[config.mk]
export PLATFORM = sky130hd
export DESIGN_NAME = pop_sweep_controller
export DESIGN_NICKNAME = d
export VERILOG_FILES = /design/src/rtl/pop_sweep_controller.sv
export SDC_FILE = /design/constraint.sdc
export NUM_CORES = 1
export LEC_CHECK = 0
export CORE_MARGIN = 2
export CORE_UTILIZATION = 27
export DETAILED_ROUTE_END_ITERATION = 6
export SYNTH_ARGS = -nofsm -noshare
export SYNTH_HDL_FRONTEND = slang
export SYNTH_SLANG_ARGS = --single-unit
[constraint.sdc]
create_clock -name clk_2M5 -period 4.77 [get_ports clk_2M5]
set_input_delay 0.954 -clock clk_2M5 [delete_from_list [all_inputs] [get_ports clk_2M5]]
set_output_delay 0.954 -clock clk_2M5 [all_outputs]
set_load 0.02 [all_outputs]
[src/rtl/pop_sweep_controller.sv]
// pop_sweep_controller: Ramsey / pulse-length scan sequencer for the POP timing generator.
// It steps the selected timer parameter once per measurement point. Each step waits a
// programmable number of completed POP cycles. At the end, or on abort, it steps the
// parameter back to its start value. While idle it passes the front-panel buttons onto the
// same step strobes.
//
// Ports:
//   clk_2M5, reset              2.5 MHz clock, asynchronous active-high reset
//   start, abort                one-cycle sweep begin / early-end requests
//   sweep_target                0 = free precession, 1 = pi/2 (latched on start)
//   num_steps, dwell_cycles     increments per sweep, POP cycles per point (latched on start)
//   sample_in                   POP sample window; its falling edge marks a completed cycle
//   btn_*                       manual one-cycle step requests (honoured only when idle)
//   pieovertwo_*, freeprecess_* step strobes to the timer's up/down counters
//   busy, step_index            sweep active, net increments currently applied
//   point_strobe, done          one-cycle point-complete and sweep-complete tags
module pop_sweep_controller #(
    parameter int unsigned STEP_W    = 8,
    parameter int unsigned DWELL_W   = 8,
    parameter int unsigned PULSE_LEN = 2
) (
    input  logic               clk_2M5,
    input  logic               reset,
    input  logic               start,
    input  logic               abort,
    input  logic               sweep_target,
    input  logic [STEP_W-1:0]  num_steps,
    input  logic [DWELL_W-1:0] dwell_cycles,
    input  logic               sample_in,
    input  logic               btn_pie_plus,
    input  logic               btn_pie_minus,
    input  logic               btn_fp_plus,
    input  logic               btn_fp_minus,
    output logic               pieovertwo_plus,
    output logic               pieovertwo_minus,
    output logic               freeprecess_plus,
    output logic               freeprecess_minus,
    output logic               busy,
    output logic [STEP_W-1:0]  step_index,
    output logic               point_strobe,
    output logic               done
);

    localparam int unsigned      ENG_W    = $clog2(2 * PULSE_LEN + 1);
    localparam logic [ENG_W-1:0] ENG_FULL = ENG_W'(2 * PULSE_LEN);
    localparam logic [ENG_W-1:0] ENG_HIGH = ENG_W'(PULSE_LEN);

    localparam logic [2:0] S_IDLE   = 3'd0;
    localparam logic [2:0] S_SETTLE = 3'd1;
    localparam logic [2:0] S_DWELL  = 3'd2;
    localparam logic [2:0] S_WAITP  = 3'd3;
    localparam logic [2:0] S_RETURN = 3'd4;

    // One-hot strobe selects: {pie_minus, pie_plus, fp_minus, fp_plus}
    localparam logic [3:0] SEL_FP_PLUS   = 4'b0001;
    localparam logic [3:0] SEL_FP_MINUS  = 4'b0010;
    localparam logic [3:0] SEL_PIE_PLUS  = 4'b0100;
    localparam logic [3:0] SEL_PIE_MINUS = 4'b1000;

    logic [2:0]         state_q, state_d;
    logic               sample_prev_q;
    logic [ENG_W-1:0]   eng_cnt_q, eng_cnt_d;
    logic [3:0]         eng_sel_q, eng_sel_d;
    logic               target_q, target_d;
    logic [STEP_W-1:0]  num_q, num_d;
    logic [DWELL_W-1:0] dwell_q, dwell_d;
    logic [DWELL_W-1:0] dwell_cnt_q, dwell_cnt_d;
    logic [STEP_W-1:0]  step_q, step_d;
    logic               point_q, point_d;
    logic               done_q, done_d;

    logic               cyc;
    logic               eng_idle;
    logic               eng_high;
    logic               req;
    logic [3:0]         req_sel;

    // A POP cycle completes on the falling edge of the sample window.
    assign cyc      = sample_prev_q & ~sample_in;
    // The engine counts down 2*PULSE_LEN: strobe high for the upper half, low gap for the rest.
    assign eng_idle = (eng_cnt_q == '0);
    assign eng_high = (eng_cnt_q > ENG_HIGH);

    always_comb begin
        eng_cnt_d = eng_cnt_q;
        eng_sel_d = eng_sel_q;
        if (!eng_idle) begin
            eng_cnt_d = eng_cnt_q - ENG_W'(1);
        end
        if (req && eng_idle) begin
            eng_cnt_d = ENG_FULL;
            eng_sel_d = req_sel;
        end
    end

    always_comb begin
        state_d     = state_q;
        target_d    = target_q;
        num_d       = num_q;
        dwell_d     = dwell_q;
        dwell_cnt_d = dwell_cnt_q;
        step_d      = step_q;
        point_d     = 1'b0;
        done_d      = 1'b0;
        req         = 1'b0;
        req_sel     = 4'b0000;
        case (state_q)
            S_IDLE: begin
                req = btn_pie_plus | btn_pie_minus | btn_fp_plus | btn_fp_minus;
                if (btn_pie_plus) begin
                    req_sel = SEL_PIE_PLUS;
                end else if (btn_pie_minus) begin
                    req_sel = SEL_PIE_MINUS;
                end else if (btn_fp_plus) begin
                    req_sel = SEL_FP_PLUS;
                end else begin
                    req_sel = SEL_FP_MINUS;
                end
                if (start && !abort) begin
                    target_d = sweep_target;
                    num_d    = num_steps;
                    dwell_d  = (dwell_cycles == '0) ? DWELL_W'(1) : dwell_cycles;
                    step_d   = '0;
                    state_d  = S_SETTLE;
                end
            end
            S_SETTLE: begin
                // The first completed cycle straddled the parameter change; drop it.
                if (abort) begin
                    state_d = S_RETURN;
                end else if (cyc) begin
                    dwell_cnt_d = '0;
                    state_d     = S_DWELL;
                end
            end
            S_DWELL: begin
                if (abort) begin
                    state_d = S_RETURN;
                end else if (cyc) begin
                    if (dwell_cnt_q == dwell_q - DWELL_W'(1)) begin
                        point_d = 1'b1;
                        if (step_q == num_q) begin
                            state_d = S_RETURN;
                        end else begin
                            req     = 1'b1;
                            req_sel = target_q ? SEL_PIE_PLUS : SEL_FP_PLUS;
                            step_d  = step_q + STEP_W'(1);
                            state_d = S_WAITP;
                        end
                    end else begin
                        dwell_cnt_d = dwell_cnt_q + DWELL_W'(1);
                    end
                end
            end
            S_WAITP: begin
                // RETURN itself waits for the engine, so an in-flight plus still completes.
                if (abort) begin
                    state_d = S_RETURN;
                end else if (eng_idle) begin
                    state_d = S_SETTLE;
                end
            end
            S_RETURN: begin
                if (eng_idle) begin
                    if (step_q != '0) begin
                        req     = 1'b1;
                        req_sel = target_q ? SEL_PIE_MINUS : SEL_FP_MINUS;
                        step_d  = step_q - STEP_W'(1);
                    end else begin
                        done_d  = 1'b1;
                        state_d = S_IDLE;
                    end
                end
            end
            default: state_d = S_IDLE;
        endcase
    end

    always_ff @(posedge clk_2M5 or posedge reset) begin
        if (reset) begin
            state_q       <= S_IDLE;
            sample_prev_q <= 1'b0;
            eng_cnt_q     <= '0;
            eng_sel_q     <= '0;
            target_q      <= 1'b0;
            num_q         <= '0;
            dwell_q       <= '0;
            dwell_cnt_q   <= '0;
            step_q        <= '0;
            point_q       <= 1'b0;
            done_q        <= 1'b0;
        end else begin
            state_q       <= state_d;
            sample_prev_q <= sample_in;
            eng_cnt_q     <= eng_cnt_d;
            eng_sel_q     <= eng_sel_d;
            target_q      <= target_d;
            num_q         <= num_d;
            dwell_q       <= dwell_d;
            dwell_cnt_q   <= dwell_cnt_d;
            step_q        <= step_d;
            point_q       <= point_d;
            done_q        <= done_d;
        end
    end

    assign freeprecess_plus  = eng_high & eng_sel_q[0];
    assign freeprecess_minus = eng_high & eng_sel_q[1];
    assign pieovertwo_plus   = eng_high & eng_sel_q[2];
    assign pieovertwo_minus  = eng_high & eng_sel_q[3];
    assign busy              = (state_q != S_IDLE);
    assign step_index        = step_q;
    assign point_strobe      = point_q;
    assign done              = done_q;

endmodule

# Word level (Yosys, flattened, before mapping)
# Cells that the tools add are included.
# W data, S select, Z words.
[totals]
reg_bits = 46
inputBits = 26
output_inout_bits = 15
elab_cells = 117
[classes]
n_addsub = 5
magnitude_cmp = 1
eq_ne = 22
mux = 55
n_bitwise = 9
n_reduce_logical = 14
[op_table]
columns = ["operator", "n"]
rows = [
  ["$mux W8", 13],
  ["$mux W3", 18],
  ["$pmux W8 S3", 1],
  ["$ne A2 B2 Y1 const B", 11],
  ["$mux W4", 5],
  ["$add A8 B1 Y8 const B", 2],
  ["$eq A8 B8 Y1", 2],
  ["$pmux W8 S2", 1],
  ["$sub A8 B1 Y8 const B", 2],
  ["$pmux W3 S5", 1],
  ["$mux W1", 13],
  ["$ne A3 B3 Y1 const B", 4],
  ["$pmux W4 S3", 1],
  ["$logic_not A8 Y1", 1],
  ["$reduce_and A8 Y1", 1],
  ["$reduce_bool A8 Y1", 1],
  ["$reduce_and A7 Y1", 1],
  ["$eq A3 B2 Y1 const B", 2],
  ["$logic_not A3 Y1", 2],
  ["$reduce_and A6 Y1", 1],
  ["$reduce_bool A3 Y1", 2],
  ["$and A1 B1 Y1", 5],
  ["$eq A3 B1 Y1 const B", 1],
  ["$eq A3 B3 Y1 const B", 1],
  ["other kinds (11)", 14],
]

# Longest topological paths before layout
[depth]
depth_word = 8
ltp_mapped = 11
ltp_nobuf = 10

# Least setup slack after synthesis
# OpenSTA, ideal clock, no wires.
[synth_timing]
kind = "register to register"
start = "reg dwell_q[0]"
end = "reg eng_sel_q[0]"
setup_time_ns = 0.125
arrival_ns = 2.436
required_ns = 4.645
path_slack_ns = 2.210
stages_incl_launch_ff = 10
path_buffers = 1
synth_period_minus_slack_ns = 2.560
cell_sequence = "dfrtp_1 inv_1 ha_1 nor3b_1 xnor2_1 o2111ai_1 or4_1 buf_2 a21oi_4 mux2_2"
[synth_between]
elab_chain_len = 7
elab_cells_between_ends = 11
cone_classes = "add/sub (1); eq/ne (1); mux (8); reduce/logical (1)"
[synth_rtl]
columns = ["element", "line", "source"]
rows = [
  ["from (decl)", "66", "logic [DWELL_W-1:0] dwell_q, dwell_d;"],
  ["from (signal assigned)", "199", "dwell_q <= dwell_d;"],
  ["$sub A8 B1 Y8 *", "140", "if (dwell_cnt_q == dwell_q - DWELL_W'(1)) begin"],
  ["$eq A8 B8 Y1 *", "140", ""],
  ["$mux W1", "140", ""],
  ["$mux W1", "139", "end else if (cyc) begin"],
  ["$mux W1", "137", "if (abort) begin"],
  ["$pmux W1 S3", "107", "case (state_q)"],
  ["$logic_and A1 B1 Y1", "90", "if (req && eng_idle) begin"],
  ["to (signal assigned)", "196", "eng_sel_q <= eng_sel_d;"],
  ["to (decl)", "63", "logic [3:0] eng_sel_q, eng_sel_d;"],
]
# Every way passes the cells marked *; elsewhere a longest branch is shown, timed or not.
# A chain may end at the register's enable or synchronous reset.

# Final worst setup path
[layout_timing]
start = "reg state_q[2]"
end = "out busy"
[layout_between]
elab_chain_len = 1
[layout_rtl]
columns = ["element", "line", "source"]
rows = [
  ["from (decl)", "60", "logic [2:0] state_q, state_d;"],
  ["from (signal assigned)", "193", "state_q <= state_d;"],
  ["$reduce_bool A3 Y1", "211", "assign busy = (state_q != S_IDLE);"],
  ["to (decl)", "38", "output logic busy,"],
]
# No other way between the ends.

==> metrics.txt <==
Leakage=around 0.0015 uW; Worst-path clk slew=approximately 0.090 ns; Psw=794 uW; Worst-Margin Slew=between 0.9 and 1 ns; CTS max path bufs=2; pin count of the biggest net entering global routing=47; pwr dens=between 500 and 600 mW/mm^2; number of I/O port buffers=40; drc violations=0; detailed-route wire length per cell=about 14 microns; synth top area cells=dfrtp_1 39%, mux2_2 11%, ha_1 4.6%, xnor2_1 4.4%, nor2_1 2.8%; nets@finish=around 380; Slew HR=0.345; total setup buffers inserted after CTS=0; post-synthesis xor/xnor area fraction=0.0649; # diodes=0; CTS sink cnt=between 40 and 50; total CTS buffers=5; max-cap violations=0; CTS H-Tree Depth=2; Synth Area in Simple Gates=0.195; Final HPWL DP=5060 microns; initial antenna violation count=0; DIE WIDTH=109 microns; synthesized area=between 0.002 and 0.003 sq mm; Ys Warns=0; post-synthesis mux area share=0.120; ys async rst share=1.00; Critical Path Sink Type=output port; switching part of the total power=0.409; final WL=roughly 6700 microns; Fin. Hold Viols=0; sequential-to-total area share from yosys stat=0.388; Core Region=between 0.01 and 0.015 sq mm; gpl congestion=0.806; IO Pins=slightly above 40; CTS resizes=0; worst-skew pair later-pin latency=0.30 ns; TritonRoute pass-1 iters=4; Main synth FF type=dfrtp_1; vias per cell=4.92; 1st-iter DRT viols=97; worst slack, placed=1.53 ns; layout cell share with drive strength beyond 1=0.139; synth unique cells=52; main combinational cell family by area after synthesis=simple AND/OR/NAND/NOR gates; Yosys reg bits=46; worst hold slack=0.518 ns; class of the tightest hold or removal check=reg -> reg; Synth top area share=0.388; total die area=between 0.01 and 0.015 sq mm; gr ovfl total=0; final worst path period share=0.642; root buf cell=clkbuf_8; Max Slew Vio Count=0; Post-synth EDFFs=0; reg-to-reg slack, setup=1.80 ns; starting density of the core=0.275; largest fanout on the critical path=14; Max Clk Rate=approximately 330 MHz; Compound-Gate Fraction of Synth Area=0.148; maximum vdd ir drop=between 0.2 and 0.25 mV; internal power=between 1000 and 1500 uW; gr usage total=0.122; area growth from synthesis to layout=21.9%; startpoint types=flip-flop; Clock power frac=0.144; Yosys top cell by area=dfrtp_1; Setup Skew=between 0.005 and 0.006 ns; Mapped Cells=a little over 300; Setup CP Type=reg -> out; Worst EP required=approximately 3.8 ns; RSZ-0062 raised after global routing=false; CTS tree=done; via count=2390; post-route minimum period=around 3.1 ns; Die Ht=109 microns; Setup violations, final=0; status=complete, no violations; Post-Synth Adder-Cell Area=0.0531; Detail Route Antenna Nets=0; syn nets=~340; Fin Setup TNS=0 ns; Final WS setup=1.71 ns; Post-Syn Area per Cell=9.70 sq um; row count=38; crit path DAT=2.11 ns; sequential share of power=0.360; first-pass GRT wire length=11600 microns; vias in the first global route=between 2000 and 2500; combinational power share=0.496; # hold bufs at CTS=0
## cells in the mapped netlist, types with 2 or more instances
| library cell | number |
|---|---|
| xor2_1 | 7 |
| nand2_1 | 18 |
| a211oi_1 | 2 |
| mux2i_1 | 3 |
| or4_1 | 6 |
| a21oi_1 | 16 |
| nor3_1 | 11 |
| nand2b_1 | 8 |
| nor2b_1 | 9 |
| nor4_1 | 4 |
| nand3_1 | 8 |
| o21bai_1 | 2 |
| a31oi_1 | 2 |
| o31ai_1 | 8 |
| mux2_2 | 29 |
| o41ai_1 | 4 |
| clkbuf_1 | 5 |
| inv_1 | 15 |
| xnor2_1 | 15 |
| dfrtp_1 | 46 |
| nor2_1 | 22 |
| a21o_1 | 3 |
| or2_2 | 2 |
| ha_1 | 11 |
| and3_1 | 5 |
| a22o_1 | 2 |
| nand4_1 | 4 |
| o21ai_0 | 13 |
| nor3b_1 | 3 |
## per-layer routing
metal  share of wire  up-vias  global-route usage
met3           0.042        4              0.0275
met2            0.47       41               0.199
li1                -     1194                   -
met5               0        -                   0
met4          0.0072        0              0.0302
met1            0.48     1151               0.165
## per-stage QoR
step                      std cells   util  area, sq um  power (uW)
after detailed placement        478  0.325         3510        1670
final                           486  0.335         3620        1940
after CTS                       486  0.335         3620        1960
after floorplan                 306      -         2970        1390
after global placement          478  0.325         3510        1650
after global routing            486  0.335         3620        2120
## power groups by stage
stage / clock network [uW] / registers [uW] / logic [uW]
CTS: 290 / 703 / 963
finish: 279 / 698 / 962
detailed placement: 0 / 711 / 957
global placement: 0 / 707 / 939
floorplan: 0 / 677 / 715
global route: 309 / 728 / 1080
## state kept, by name, indices dropped and copies added (netlist names)
name / cells
dwell_cnt_q: 8
dwell_q: 8
num_q: 8
step_index: 8
eng_sel_q: 4
eng_cnt_q: 3
state_q: 3
done: 1
point_strobe: 1
sample_prev_q: 1
target_q: 1
## cell families (layout without fill, tap and decap cells)
logic type,after synthesis,count (layout)
simple gates,107,107
compound gates,64,64
flops,46,46
mux,32,32
buf+inv,23,63
xor+xnor,22,22
fa+ha+maj,12,12
## critical path, cell delays in order (launching register included)
cell and delay (ns):
dfrtp_1 0.53, nor3_1 0.55, inv_1 0.16, clkdlybuf4s50_1 0.57
## final cells by class
cell class                 count  area [sq um]
multi-input combinational    237          1730
inverter                      15          56.3
tap                          140           175
clock buffer                   8           110
fill                        1104          7170
sequential                    46          1150
timing repair buffer          40           400
## worst paths after layout
kind | startpoint | cells past startpoint | end
hold / removal | eng_sel_q[1] | 1 | eng_sel_q[1]
max in group asynchronous | reset | 2 | dwell_cnt_q[1]
setup / recovery | state_q[2] | 3 | busy
setup reg to reg | dwell_q[0] | 8 | eng_sel_q[2]
min in group asynchronous | reset | 2 | dwell_cnt_q[7]
hold reg to reg | eng_sel_q[1] | 1 | eng_sel_q[1]
## layout by cell type (no fill, tap or decap), drive strengths merged, types with 2 or more instances in the layout
cell type and n:
a211oi 2, a21o 3, a21oi 17, a22o 2
a31oi 2, and3 5, clkbuf 8, clkdlybuf4s50 40
dfrtp 46, ha 11, inv 15, mux2 29
mux2i 3, nand2 18, nand2b 9, nand3 8
nand4 4, nor2 22, nor2b 9, nor3 12
nor3b 3, nor4 4, o21ai 14, o21bai 2
o31ai 8, o41ai 4, or2 2, or4 6
xnor2 15, xor2 7
Note: power is estimated with default switching activity, not from simulation.
